===== src/rtl/cpu_pkg.sv =====
// Shared CPU definitions: opcodes, instruction field positions, fetch FSM states
// and the canonical NOP/HALT instruction words.
package cpu_pkg;

  localparam logic [3:0] OP_LOAD  = 4'b0011;
  localparam logic [3:0] OP_STORE = 4'b0100;
  localparam logic [3:0] OP_ALU   = 4'b1000;
  localparam logic [3:0] OP_HALT  = 4'b1111;

  localparam int unsigned OPC_LSB = 12;
  localparam int unsigned RD_LSB  = 10;
  localparam int unsigned RS_LSB  = 8;
  localparam int unsigned IMM_LSB = 0;

  localparam logic [15:0] INSTR_NOP  = 16'h0000;
  localparam logic [15:0] INSTR_HALT = {OP_HALT, 12'h000};

  typedef enum logic [1:0] {
    ST_IDLE,
    ST_WAIT,
    ST_HALTED
  } fetch_state_e;

endpackage


===== src/rtl/fetch_unit_if.sv =====
// Instruction-memory read port: req/addr from the fetch unit, valid/rdata back
// from memory.
interface fetch_unit_if #(
  parameter int unsigned ADDR_W  = 8,
  parameter int unsigned INSTR_W = 16
);
  logic               req;
  logic [ADDR_W-1:0]  addr;
  logic               valid;
  logic [INSTR_W-1:0] rdata;

  modport master (output req, addr, input valid, rdata);
  modport slave  (input req, addr, output valid, rdata);
endinterface


===== src/rtl/fetch_unit_pc_reg.sv =====
// Program counter with direct load, wrapping increment and a pending-branch
// latch that redirects the next increment.
module pc_reg #(
  parameter int unsigned       ADDR_W   = 8,
  parameter logic [ADDR_W-1:0] RESET_PC = '0
) (
  input  logic              clk,
  input  logic              reset,
  input  logic              load,
  input  logic [ADDR_W-1:0] load_addr,
  input  logic              advance,
  input  logic              pend_set,
  input  logic [ADDR_W-1:0] pend_addr,
  input  logic              pend_clr,
  output logic [ADDR_W-1:0] pc
);

  logic              pend_v;
  logic [ADDR_W-1:0] pend_a;

  always_ff @(posedge clk) begin
    if (reset) begin
      pc     <= RESET_PC;
      pend_v <= 1'b0;
      pend_a <= '0;
    end else begin
      if (load)
        pc <= load_addr;
      else if (advance)
        pc <= pend_v ? pend_a : pc + ADDR_W'(1);

      // A newer redirect always overwrites an older one
      if (pend_set) begin
        pend_v <= 1'b1;
        pend_a <= pend_addr;
      end else if (pend_clr) begin
        pend_v <= 1'b0;
      end
    end
  end

endmodule


===== src/rtl/fetch_unit.sv =====
// Instruction fetch stage: PC, memory handshake, IR and decoded fields.
// Optional watchdog on outstanding reads enabled by defining FETCH_TIMEOUT_EN.
module fetch_unit
  import cpu_pkg::*;
#(
  parameter int unsigned       ADDR_W      = 8,
  parameter int unsigned       INSTR_W     = 16,
  parameter logic [ADDR_W-1:0] RESET_PC    = '0,
  parameter int unsigned       TIMEOUT_CYC = 15
) (
  input  logic              clk,
  input  logic              reset,
  input  logic              pc_enable,
  input  logic              halt,
  input  logic              branch_en,
  input  logic [ADDR_W-1:0] branch_target,
  fetch_unit_if.master      imem,
  output logic [ADDR_W-1:0] pc,
  output logic [3:0]        opcode,
  output logic [1:0]        rd,
  output logic [1:0]        rs,
  output logic [7:0]        imm,
  output logic              instr_valid,
  output logic              fetch_busy,
  output logic              halted,
  output logic              fetch_err
);

  fetch_state_e       state, state_n;
  logic [INSTR_W-1:0] ir, ir_next;
  logic               ir_load, req_q;
  logic               pc_load, pc_advance, pend_set, pend_clr;
  logic               timeout;

`ifdef FETCH_TIMEOUT_EN
  localparam int unsigned TW = $clog2(TIMEOUT_CYC + 1);
  logic [TW-1:0] tcnt;
  logic          err_q;

  assign timeout = (state == ST_WAIT) && !imem.valid && !halt
                   && (tcnt == TW'(TIMEOUT_CYC - 1));

  always_ff @(posedge clk) begin
    if (reset) begin
      tcnt  <= '0;
      err_q <= 1'b0;
    end else begin
      tcnt <= (state == ST_WAIT) ? tcnt + TW'(1) : '0;
      if (timeout)
        err_q <= 1'b1;
    end
  end

  assign fetch_err = err_q;
`else
  assign timeout   = 1'b0;
  assign fetch_err = 1'b0;
`endif

  always_comb begin
    state_n    = state;
    ir_load    = 1'b0;
    ir_next    = imem.rdata;
    pc_load    = 1'b0;
    pc_advance = 1'b0;
    pend_set   = 1'b0;
    pend_clr   = 1'b0;
    unique case (state)
      ST_IDLE: begin
        if (halt) begin
          state_n = ST_HALTED;
        end else begin
          pc_load = branch_en;
          if (pc_enable)
            state_n = ST_WAIT;
        end
      end
      ST_WAIT: begin
        if (halt) begin
          state_n  = ST_HALTED;
          pend_clr = 1'b1;
        end else if (imem.valid) begin
          // A redirect arriving with the data is the newest, so it beats any latched one
          ir_load    = 1'b1;
          state_n    = ST_IDLE;
          pend_clr   = 1'b1;
          pc_load    = branch_en;
          pc_advance = !branch_en;
        end else if (timeout) begin
          ir_load  = 1'b1;
          ir_next  = INSTR_W'(INSTR_HALT);
          state_n  = ST_IDLE;
          pend_clr = 1'b1;
        end else begin
          pend_set = branch_en;
        end
      end
      default: state_n = ST_HALTED;
    endcase
  end

  always_ff @(posedge clk) begin
    if (reset) begin
      state       <= ST_IDLE;
      ir          <= '0;
      instr_valid <= 1'b0;
      req_q       <= 1'b0;
    end else begin
      state       <= state_n;
      instr_valid <= ir_load;
      req_q       <= (state_n == ST_WAIT);
      if (ir_load)
        ir <= ir_next;
    end
  end

  pc_reg #(
    .ADDR_W   (ADDR_W),
    .RESET_PC (RESET_PC)
  ) u_pc (
    .clk       (clk),
    .reset     (reset),
    .load      (pc_load),
    .load_addr (branch_target),
    .advance   (pc_advance),
    .pend_set  (pend_set),
    .pend_addr (branch_target),
    .pend_clr  (pend_clr),
    .pc        (pc)
  );

  assign imem.req   = req_q;
  assign imem.addr  = pc;
  assign fetch_busy = req_q;
  assign halted     = (state == ST_HALTED);
  assign opcode     = ir[OPC_LSB +: 4];
  assign rd         = ir[RD_LSB +: 2];
  assign rs         = ir[RS_LSB +: 2];
  assign imm        = ir[IMM_LSB +: 8];

endmodule


===== src/flat_wrapper.sv =====
// flat-port wrapper written by rule: the top's interface ports become plain ports
module fetch_unit_flat import cpu_pkg::*;
#(
  parameter int unsigned       ADDR_W      = 8,
  parameter int unsigned       INSTR_W     = 16,
  parameter logic [ADDR_W-1:0] RESET_PC    = '0,
  parameter int unsigned       TIMEOUT_CYC = 15
)
  (clk, reset, pc_enable, halt, branch_en, branch_target, pc, opcode, rd, rs, imm, instr_valid, fetch_busy, halted, fetch_err, imem_req, imem_addr, imem_valid, imem_rdata);
  fetch_unit_if #(.ADDR_W(ADDR_W), .INSTR_W(INSTR_W)) imem_i ();
  input  logic clk;
  input  logic reset;
  input  logic pc_enable;
  input  logic halt;
  input  logic branch_en;
  input  logic [ADDR_W-1:0] branch_target;
  output logic [ADDR_W-1:0] pc;
  output logic [3:0] opcode;
  output logic [1:0] rd;
  output logic [1:0] rs;
  output logic [7:0] imm;
  output logic instr_valid;
  output logic fetch_busy;
  output logic halted;
  output logic fetch_err;
  output wire logic [$bits(imem_i.req)-1:0] imem_req;
  output wire logic [$bits(imem_i.addr)-1:0] imem_addr;
  input wire logic [$bits(imem_i.valid)-1:0] imem_valid;
  input wire logic [$bits(imem_i.rdata)-1:0] imem_rdata;
  assign imem_req = imem_i.req;
  assign imem_addr = imem_i.addr;
  assign imem_i.valid = imem_valid;
  assign imem_i.rdata = imem_rdata;
  fetch_unit #(.ADDR_W(ADDR_W), .INSTR_W(INSTR_W), .RESET_PC(RESET_PC), .TIMEOUT_CYC(TIMEOUT_CYC)) u_core (.clk(clk), .reset(reset), .pc_enable(pc_enable), .halt(halt), .branch_en(branch_en), .branch_target(branch_target), .imem(imem_i), .pc(pc), .opcode(opcode), .rd(rd), .rs(rs), .imm(imm), .instr_valid(instr_valid), .fetch_busy(fetch_busy), .halted(halted), .fetch_err(fetch_err));
endmodule

===== config.mk =====
export PLATFORM = sky130hd
export DESIGN_NAME = fetch_unit_flat
export DESIGN_NICKNAME = d
export VERILOG_FILES = /design/src/rtl/cpu_pkg.sv /design/src/rtl/fetch_unit_if.sv /design/src/rtl/fetch_unit_pc_reg.sv /design/src/rtl/fetch_unit.sv /design/src/flat_wrapper.sv
export SDC_FILE = /design/constraint.sdc
export NUM_CORES = 1
export LEC_CHECK = 0
export BUFFER_PORTS_ARGS = -buffer_cell sky130_fd_sc_hd__buf_2
export CORE_MARGIN = 2
export CORE_UTILIZATION = 40
export DETAILED_ROUTE_END_ITERATION = 16
export MAX_ROUTING_LAYER = met4
export PLACE_DENSITY_LB_ADDON = 0.05
export SETUP_SLACK_MARGIN = 0.3
export SLEW_MARGIN = 10
export SYNTH_ARGS = -nofsm -noshare
export SYNTH_HDL_FRONTEND = slang
export SYNTH_SLANG_ARGS = --single-unit

===== constraint.sdc =====
create_clock -name clk -period 2.5 [get_ports clk]
set_input_delay 0.375 -clock clk [delete_from_list [all_inputs] [get_ports clk]]
set_output_delay 0.375 -clock clk [all_outputs]
set_load 0.01 [all_outputs]

==> flow_summary.ini <==
[cts]
cts_buffers = 5
postCtsSetupBuffers = 0
clk_pin_slew_ns = 0.07
ctsHoldBuffers = 0
h-tree-depth = 2
cts_resized = 0
cts_max_path_buffers = 2
cts_num_sinks = 37
clock_tree.root_cell = clkbuf_8
cts_tree = yes
insertion_delay_ns = 0.28

[worst_setup_path]
worstSetupPathType = reg2reg
reg2reg_to = u_core.u_pc.pend_a[4]
reg2reg_depth = 4
r2r-start = u_core.state[0]
cp_data_required_time_ns = 2.65
cp_num_buf_inv = 0
cp_max_fo = 8
arrival_ns = 1.79
slowest_stage = or4b_4
cp-start-kind = flip-flop
crit_chain = nand2b_4, or4b_4, mux2i_1, nor2_1
cp-end-kind = flip-flop
worst_path_largest_cell_delay_ns = 0.63
r2r_setup_slack_ns = 0.86
cp_top_family = simple AND/OR/NAND/NOR gates

[routing]
routed_via_density = 4.98
met2WireLength_um = 1670
drc = 0
wl_met3_um = 224
top_layer = met4
finalWirelength_um = 3690
route.vias.total = 1500
drt-met1-wl_um = 1750
first_pass_iters = 4
ant_nets = 0
wire_per_inst_um = 12.2
drt_iter0_drc = 90

[cells_and_area]
nNetsFinal = 281
finalNonFillerCells = 301
largest_register_ff_count = 16
fin_util_pct = 50.9
syn_to_final_growth_pct = 22.5
antenna_cells = 0
post_route_cells_drive_above_1_share_pct = 31.9
final_area_sq_um = 2030

[floorplan]
rows = 23
die_y_um = 68.4
die_w_um = 68.4
die-area_sq_um = 4680
core_area_sq_um = 4000
initial_core_util_pct = 41.5
ios = 67

[synthesis]
synth_warnings = 0
synth_seq_cells = 37
syn-cell-area_sq_um = 1660
synth_cell_types = 37
synth_fp_nets = 228
synth_top_area_cell = dfxtp_1
ys_top_cells_by_area = dfxtp_1, nand2_1, mux2i_1
syn_avg_cell_area_sq_um = 8.43
synth_seq_area_share_pct = 44.6
syn_inst = 197
synth_top_area_share_pct = 44.6

[sta]
max_slew_margin_pct = 54.7
final-hold-violation-count = 0
rsz0062_at_grt = no
timing.fmax_mhz = 610
final.period_utilization_pct = 65.5
tns_ns = 0
slew_viol_final = 0
worstMarginPinSlew_ns = 0.679
skew_ns = 0.00194
finalCriticalPeriod_ns = 1.64
setup_viol = 0

[pwr]
ir_drop_mv = 0.339
pwr_density_cell_nw_per_um2 = 582
power_mw = 1.18
p_leak_nw = 0.927

[min_path]
worstHoldPathType = in2reg
hold_end = u_core.ir[10]
hp-start = imem_rdata[10]
min_path_cells = 3

[placement]
placed_area_sq_um = 1930
io_buffers = 65
place_congestion = 0.804
dp_cells = 293
hpwlAfterDp_um = 2560

[grt]
first_global_vias = 1350
grtUsageTotal_pct = 17.6
grt-ovfl-total = 0
grt_max_degree = 39
grt_pass1_wl_um = 6090
antenna_found_initial = 0

[run]
maxCapViolations = 0

[outcome]
outcome = complete, no violations
## tightest hold or removal path: cells and delay by family
kind,cells,cell delay [ns]
AO/OA/AOI/OAI,1,0.05
AND/OR/NAND/NOR,1,0.04
buffers and inverters,1,0.09
## area by class of cell
| class | instances | area [sq um] |
|---|---|---|
| Clock buffer | 7 | 96.3 |
| Clock inverter | 1 | 5.00 |
| Fill cell | 405 | 1970 |
| Inverter | 2 | 7.51 |
| Multi-Input combinational cell | 137 | 782 |
| Sequential cell | 37 | 741 |
| Tap cell | 50 | 62.6 |
| Timing Repair Buffer | 67 | 340 |
## metal layers
layer	track usage [%]	vias to the layer above
met5	-	-
li1	-	772
met1	23.1	667
met4	6.75	0
met3	2.96	4
met2	27.2	57
## cells in the mapped netlist, drive strengths merged
library cell	number
a22oi	4
inv	2
or4b	1
mux2i	11
o31ai	1
nor2b	2
dfxtp	37
buf	16
o2bb2ai	1
or3b	1
mux2	1
nand3	4
clkbuf	5
nor3	7
conb	1
o32ai	2
xnor2	3
o21a	1
nand2	39
nor2	19
nand4	1
o22ai	2
a21oi	18
nor3b	1
ha	1
a211oi	2
o21ai	4
and3	1
a31oi	1
a222oi	2
nand2b	4
nand4bb	1
or3	1
## cell usage in the layout, fill, tap and decap left out, types with 2 or more instances in the layout
master and instances:
nand2b_1 3, nor2_1 19, mux2i_1 11, o22ai_1 2
a222oi_1 2, o21ai_0 4, a22oi_1 4, xnor2_1 3
buf_4 2, nand2_1 39, inv_1 2, a21oi_1 18
clkbuf_8 7, nor2b_1 2, nand3_1 4, nor3_1 7
a211oi_1 2, o32ai_1 2, dfxtp_1 37, buf_2 65
## cells by family after synthesis
family	share of synthesized area, %
fa+ha+maj	0.753
compound gates	14.2
xor+xnor	1.58
simple gates	23.1
other cells	0.226
mux	7.31
flops	44.6
buf+inv	8.29
## per-stage QoR
| step | worst slack, ns | hold WS [ns] |
|---|---|---|
| after floorplan | 1.01 | 0.458 |
| after global placement | 0.891 | 0.441 |
| after detailed placement | 0.878 | 0.447 |
| after CTS | 0.867 | 0.316 |
| after global routing | 0.779 | 0.314 |
| final | 0.862 | 0.322 |
## worst max-delay path by stage
stage,startpoint,end,slack (ns),cells after the start
final,u_core.state[0],u_core.u_pc.pend_a[4],0.86,4
after global routing,u_core.state[0],u_core.u_pc.pend_a[3],0.78,4
after CTS,u_core.state[0],u_core.u_pc.pend_a[4],0.87,4
after detailed placement,u_core.state[0],u_core.u_pc.pend_a[7],0.88,4
after global placement,u_core.state[0],u_core.u_pc.pend_a[4],0.89,4
after floorplan,u_core.u_pc.pc[2],u_core.u_pc.pc[7],1.01,4
## power breakdown
| part | switching [mW] | internal (mW) |
|---|---|---|
| sequential | 0.0167 | 0.601 |
| combinational | 0.0589 | 0.0526 |
| clock | 0.205 | 0.249 |
| total | 0.281 | 0.903 |
Note: power is estimated with default switching activity, not from simulation.
